===== src/rtl/keypad_debounce.sv =====
// keypad_debounce: synchronizes the keypad columns, debounces a single key
// press, freezes the row scanner while a key is down and emits a hex code
// with a one-cycle strobe per physical press.
// Build option: define KEYPAD_AUTOREPEAT_EN to repeat key_pulse while held.
//
// state        | meaning
// IDLE         | no key, scanner free-running
// DEBOUNCE     | candidate key captured, waiting for a stable level
// PRESSED      | key accepted, watching the captured column for release
// RELEASE_WAIT | captured column high, waiting for a stable release
module keypad_debounce #(
   parameter logic [15:0] DEBOUNCE_CYCLES = 16'd50000,
   parameter logic [23:0] REPEAT_CYCLES   = 24'd6000000
) (
   input  logic       clk,
   input  logic       reset,
   input  logic [3:0] row_active,
   input  logic [3:0] cols_raw,
   output logic       hold_scan,
   output logic [3:0] key_code,
   output logic       key_pulse,
   output logic       key_held
);

   typedef enum logic [1:0] {
      ST_IDLE,
      ST_DEBOUNCE,
      ST_PRESSED,
      ST_RELEASE_WAIT
   } state_t;

   state_t      state, state_nx;
   logic [3:0]  sync1, cols_s;
   logic [3:0]  cap_row, cap_row_nx;
   logic [3:0]  cap_col, cap_col_nx;
   logic [15:0] cnt, cnt_nx, cnt_inc;
   logic        cnt_done, cap_released, valid_press;
   logic        hold_nx, pulse_nx, held_nx;
   logic [3:0]  code_nx;
   logic        rpt_pulse;

   function automatic logic [1:0] onehot_idx(input logic [3:0] v);
      case (v)
         4'b0010: return 2'd1;
         4'b0100: return 2'd2;
         4'b1000: return 2'd3;
         default: return 2'd0;
      endcase
   endfunction

   function automatic logic [3:0] key_map(input logic [1:0] r, input logic [1:0] c);
      case ({r, c})
         4'h0: return 4'h1;
         4'h1: return 4'h2;
         4'h2: return 4'h3;
         4'h3: return 4'hA;
         4'h4: return 4'h4;
         4'h5: return 4'h5;
         4'h6: return 4'h6;
         4'h7: return 4'hB;
         4'h8: return 4'h7;
         4'h9: return 4'h8;
         4'hA: return 4'h9;
         4'hB: return 4'hC;
         4'hC: return 4'hE;
         4'hD: return 4'h0;
         4'hE: return 4'hF;
         default: return 4'hD;
      endcase
   endfunction

   // The capture cycle counts as the first stable sample, so the level is
   // accepted once the incremented count reaches DEBOUNCE_CYCLES-1.
   assign cnt_inc      = (cnt == 16'hFFFF) ? cnt : cnt + 16'd1;
   assign cnt_done     = (cnt_inc == DEBOUNCE_CYCLES - 16'd1);
   assign cap_released = ((cols_s | cap_col) == 4'hF);
   assign valid_press  = $onehot(~cols_s) && $onehot(row_active);

   // Two-flop synchronizer for the asynchronous column inputs.
   always_ff @(posedge clk or negedge reset) begin
      if (!reset) begin
         sync1  <= 4'hF;
         cols_s <= 4'hF;
      end else begin
         sync1  <= cols_raw;
         cols_s <= sync1;
      end
   end

`ifdef KEYPAD_AUTOREPEAT_EN
   logic [23:0] rpt_cnt, rpt_cnt_nx;
   logic        rpt_skip, rpt_skip_nx;

   // Repeat timer: the first terminal count after acceptance is skipped,
   // giving a 2x initial delay without widening the counter.
   always_comb begin
      rpt_cnt_nx  = 24'd0;
      rpt_skip_nx = 1'b1;
      rpt_pulse   = 1'b0;
      if (state == ST_PRESSED && !cap_released) begin
         if (rpt_cnt == REPEAT_CYCLES - 24'd1) begin
            rpt_skip_nx = 1'b0;
            rpt_pulse   = !rpt_skip;
         end else begin
            rpt_cnt_nx  = rpt_cnt + 24'd1;
            rpt_skip_nx = rpt_skip;
         end
      end
   end

   // Repeat timer registers.
   always_ff @(posedge clk or negedge reset) begin
      if (!reset) begin
         rpt_cnt  <= 24'd0;
         rpt_skip <= 1'b1;
      end else begin
         rpt_cnt  <= rpt_cnt_nx;
         rpt_skip <= rpt_skip_nx;
      end
   end
`else
   logic unused_repeat;
   assign unused_repeat = ^REPEAT_CYCLES;
   assign rpt_pulse     = 1'b0;
`endif

   // Next-state and registered-output decode.
   always_comb begin
      state_nx   = state;
      cap_row_nx = cap_row;
      cap_col_nx = cap_col;
      cnt_nx     = cnt;
      hold_nx    = hold_scan;
      code_nx    = key_code;
      pulse_nx   = 1'b0;
      held_nx    = key_held;
      case (state)
         ST_IDLE: begin
            if (valid_press) begin
               cap_row_nx = row_active;
               cap_col_nx = cols_s;
               hold_nx    = 1'b1;
               cnt_nx     = 16'd0;
               state_nx   = ST_DEBOUNCE;
            end
         end
         ST_DEBOUNCE: begin
            if (cols_s == cap_col) begin
               cnt_nx = cnt_inc;
               if (cnt_done) begin
                  state_nx = ST_PRESSED;
                  code_nx  = key_map(onehot_idx(cap_row), onehot_idx(~cap_col));
                  pulse_nx = 1'b1;
                  held_nx  = 1'b1;
               end
            end else begin
               hold_nx  = 1'b0;
               state_nx = ST_IDLE;
            end
         end
         ST_PRESSED: begin
            if (cap_released) begin
               cnt_nx   = 16'd0;
               state_nx = ST_RELEASE_WAIT;
            end else begin
               pulse_nx = rpt_pulse;
            end
         end
         default: begin
            if (!cap_released) begin
               state_nx = ST_PRESSED;
            end else begin
               cnt_nx = cnt_inc;
               if (cnt_done) begin
                  held_nx  = 1'b0;
                  hold_nx  = 1'b0;
                  state_nx = ST_IDLE;
               end
            end
         end
      endcase
   end

   // State and output registers.
   always_ff @(posedge clk or negedge reset) begin
      if (!reset) begin
         state     <= ST_IDLE;
         cap_row   <= 4'h0;
         cap_col   <= 4'hF;
         cnt       <= 16'd0;
         hold_scan <= 1'b0;
         key_code  <= 4'h0;
         key_pulse <= 1'b0;
         key_held  <= 1'b0;
      end else begin
         state     <= state_nx;
         cap_row   <= cap_row_nx;
         cap_col   <= cap_col_nx;
         cnt       <= cnt_nx;
         hold_scan <= hold_nx;
         key_code  <= code_nx;
         key_pulse <= pulse_nx;
         key_held  <= held_nx;
      end
   end

endmodule


===== config.mk =====
export PLATFORM = sky130hd
export DESIGN_NAME = keypad_debounce
export DESIGN_NICKNAME = d
export VERILOG_FILES = /design/src/rtl/keypad_debounce.sv
export SDC_FILE = /design/constraint.sdc
export NUM_CORES = 1
export LEC_CHECK = 0
export CORE_ASPECT_RATIO = 2
export CORE_MARGIN = 3
export CORE_UTILIZATION = 56
export CTS_BUF_LIST = sky130_fd_sc_hd__clkbuf_2
export CTS_CLUSTER_SIZE = 14
export DETAILED_ROUTE_END_ITERATION = 6
export PLACE_DENSITY = 0.79
export SLEW_MARGIN = 10
export SYNTH_ARGS = -nofsm -noshare
export SYNTH_HDL_FRONTEND = slang
export SYNTH_SLANG_ARGS = --single-unit

===== constraint.sdc =====
create_clock -name clk -period 2.5 [get_ports clk]
set_input_delay 0.75 -clock clk [delete_from_list [all_inputs] [get_ports clk]]
set_output_delay 0.75 -clock clk [all_outputs]
set_load 0.02 [all_outputs]

==> run_results.csv <==
group,metric,value,unit
detailed_routing,num_vias,2448,
timing,hold_viol_final,0,
timing,fmax,0.383,GHz
detailed_routing,ant_nets,0,
synth,ys_seq_elements,41,
floorplanning,num_rows,35,
placed_design,dpl_cell_area,3160,sq um
synth,synthArstFlopShare,100,%
cells_and_area,layout_commonest_cell,"buf_4",
floorplanning,die_y,105,um
synth,yosysWarnings,0,
clocking,cts-root-buf,"clkbuf_2",
synth,synth_edf_count,0,
setup_path,cp.required,2.81,ns
synth,synth.cell_area,2730,sq um
placed_design,place_ws,-0.915,ns
clocking,clk_latency,0.40,ns
floorplanning,start_util,58.8,%
setup_path,cp_max_fo,4,
placed_design,place_congestion,0.869,
synth,syn_area_per_cell,9.13,sq um
cells_and_area,design_area,3360,sq um
clocking,clk_pin_slew,0.21,ns
detailed_routing,dr.pass1.iters,5,
detailed_routing,vias_per_cell,6.18,
grt,overflow,0,
setup_path,cp_cell_sequence,"clkdlybuf4s15_2, inv_8, fa_1, inv_1, ha_2, ha_4, nor3_4, o221ai_2, o21bai_4, a32o_1",
detailed_routing,post_drt_wl_per_cell,17.7,um
clocking,cts_buffer_depth,2,
hold_path,hold_path_class,"flip-flop to flip-flop",
detailed_routing,routed_wl,7010,um
cells_and_area,drive_gt1_share,30.8,%
cells_and_area,area_growth,23.2,%
cells_and_area,layout_common_cells,"buf_4 (31), nand2_1 (27), dfrtp_1 (26)",
grt,antenna_found_initial,0,
synth,ys_seq_area_share,38.1,%
cells_and_area,nNetsFinal,370,
clocking,cts_hold_buf,0,
setup_path,crit_slowest_cell,"fa_1",
setup_path,critPathKind,"primary input to flip-flop",
timing,setup_violations,18,
timing,rsz0062_at_grt,"true",
detailed_routing,drcViolationCount,0,
timing,worst_slack,-0.114,ns
synth,yosysUniqueCellTypes,56,
grt,grt_pass1_vias,2606,
synth,syn_nets,329,
clocking,htreeDepth,2,
timing,drv_slew,0,
clocking,numCtsBuffers,5,
status,outcome,"finished with violations",
setup_path,cp_slowest_stage_delay,0.53,ns
setup_path,critical_path_arrival,2.93,ns
grt,grt_pass1_wl,11700,um
cells_and_area,n_antenna_cell,0,
synth,synthFlopType,"dfrtp_1",
floorplanning,ios,17,
synth,synthesis.instances,299,
power_and_ir_drop,power.leakage,1.44,nW
grt,grt_max_degree,35,
power_and_ir_drop,powerDensity,720,nW/um^2
placed_design,dpl.hpwl,5260,um
floorplanning,dieWidth,55.4,um
floorplanning,core,4640,sq um
job,maxCapViolCount,0,
placed_design,io_buffers,16,
clocking,cts_sinks,41,
power_and_ir_drop,vdd_drop_max,637,uV
grt,grt_use_total,25.2,%
detailed_routing,drtIter0Drc,107,
floorplanning,dieArea,5800,sq um
timing,post-route-period-util,105,%
clocking,cts_tree,"done",
setup_path,start_kind,"primary input",
timing,fin_skew,0.00874,ns
setup_path,critPathCaptureType,"flip-flop",
timing,worst_slew_pin_slew,0.778,ns
timing,post-route-min-period,2.61,ns
timing,relSlewSlack,48.1,%
status,violations,"setup timing",
flip-flops by register name (all words and copies together) (netlist names):
register / flops
key_pulse: 1
cnt: 16
state: 2
cap_row: 4
key_code: 4
key_held: 1
sync1: 4
cols_s: 4
hold_scan: 1
cap_col: 4
logic make-up after synthesis:
logic type               share of synthesized area (%)
buffers and inverters                             6.28
flip-flops                                        38.1
AND/OR/NAND/NOR                                   22.4
AO/OA/AOI/OAI                                     16.9
multiplexers                                      4.26
XOR/XNOR                                          2.25
adder cells (fa/ha/maj)                           9.72
final cells by class:
class / count / area (sq um)
Multi-Input combinational cell: 215 / 1670
Fill cell: 379 / 1280
Sequential cell: 41 / 1040
Timing Repair Buffer: 50 / 429
Inverter: 27 / 109
Tap cell: 55 / 68.8
Clock buffer: 5 / 25.0
Clock inverter: 3 / 17.5
path summary, 6_finish.rpt:
kind                                     from         end  slack, ns  cells past startpoint
min in group asynchronous               reset  cap_row[3]       0.39                      1
worst min-delay path                 sync1[1]   cols_s[1]       0.37                      0
worst max register to register      cols_s[1]      cnt[1]      -0.08                      9
worst max-delay path            row_active[3]      cnt[1]      -0.11                     10
max in group asynchronous               reset   cols_s[0]       1.42                      2
worst min register to register       sync1[1]   cols_s[1]       0.37                      0
cells in the mapped netlist, types with 3 or more instances:
cell | number | area (sq um)
o21ai_0 | 34 | 170
nor3_1 | 9 | 45.0
buf_2 | 5 | 25.0
mux2_4 | 4 | 60.1
dfrtp_1 | 29 | 726
dfstp_2 | 12 | 315
a21boi_0 | 3 | 22.5
clkbuf_1 | 10 | 37.5
ha_1 | 18 | 225
inv_1 | 27 | 101
nor4_1 | 5 | 31.3
o221ai_1 | 3 | 26.3
nand2_1 | 27 | 101
nand4_1 | 8 | 50.1
or4_1 | 3 | 22.5
xor2_1 | 3 | 26.3
nand4_2 | 3 | 37.5
nand3_1 | 9 | 45.0
nor2_1 | 17 | 63.8
or3_1 | 4 | 25.0
and2_1 | 4 | 25.0
a31oi_1 | 7 | 43.8
xnor2_1 | 4 | 35.0
a21oi_1 | 10 | 50.1
metal layers:
metal  share of wire (%)  vias up  global-route usage (%)
met3                 2.3       18                    2.72
li1                    -     1153                       -
met2                  61       66                    51.5
met1                  33     1211                    23.6
met5                   0        -                       0
met4                 2.8        0                    11.0
report_power, final:
group / internal, mW / total, mW / switching [mW]
logic: 0.541 / 1.22 / 0.683
registers: 0.796 / 0.906 / 0.111
clock network: 0.0653 / 0.291 / 0.226
total: 1.40 / 2.42 / 1.02
through the flow:
step                      power, mW  setup TNS (ns)  util (%)  std cells  hold slack (ns)
after global routing           2.59           -2.27      72.5        396            0.383
after global placement         1.93          -20.24      68.0        384            0.346
after detailed placement       1.99          -21.78      68.0        384            0.349
final                          2.42          -0.722      72.5        396            0.367
after floorplan                1.63           -1.50         -        299            0.345
after CTS                      2.35          -0.332      70.8        392            0.368
timing repair:
action / 4_1_cts / 5_1_grt
gates cloned: 0 / 0
pin swaps: 6 / 5
setup endpoints to repair: 32 / 31
resized for setup: 29 / 15
setup buffers: 0 / 4
critical path: cells and delay by family:
kind	cells	cell delay [ns]
buffers and inverters	3	0.31
adder cells (fa/ha/maj)	3	0.95
AO/OA/AOI/OAI	3	0.63
AND/OR/NAND/NOR	1	0.28
No activity file was read; power rests on OpenSTA's default activity.
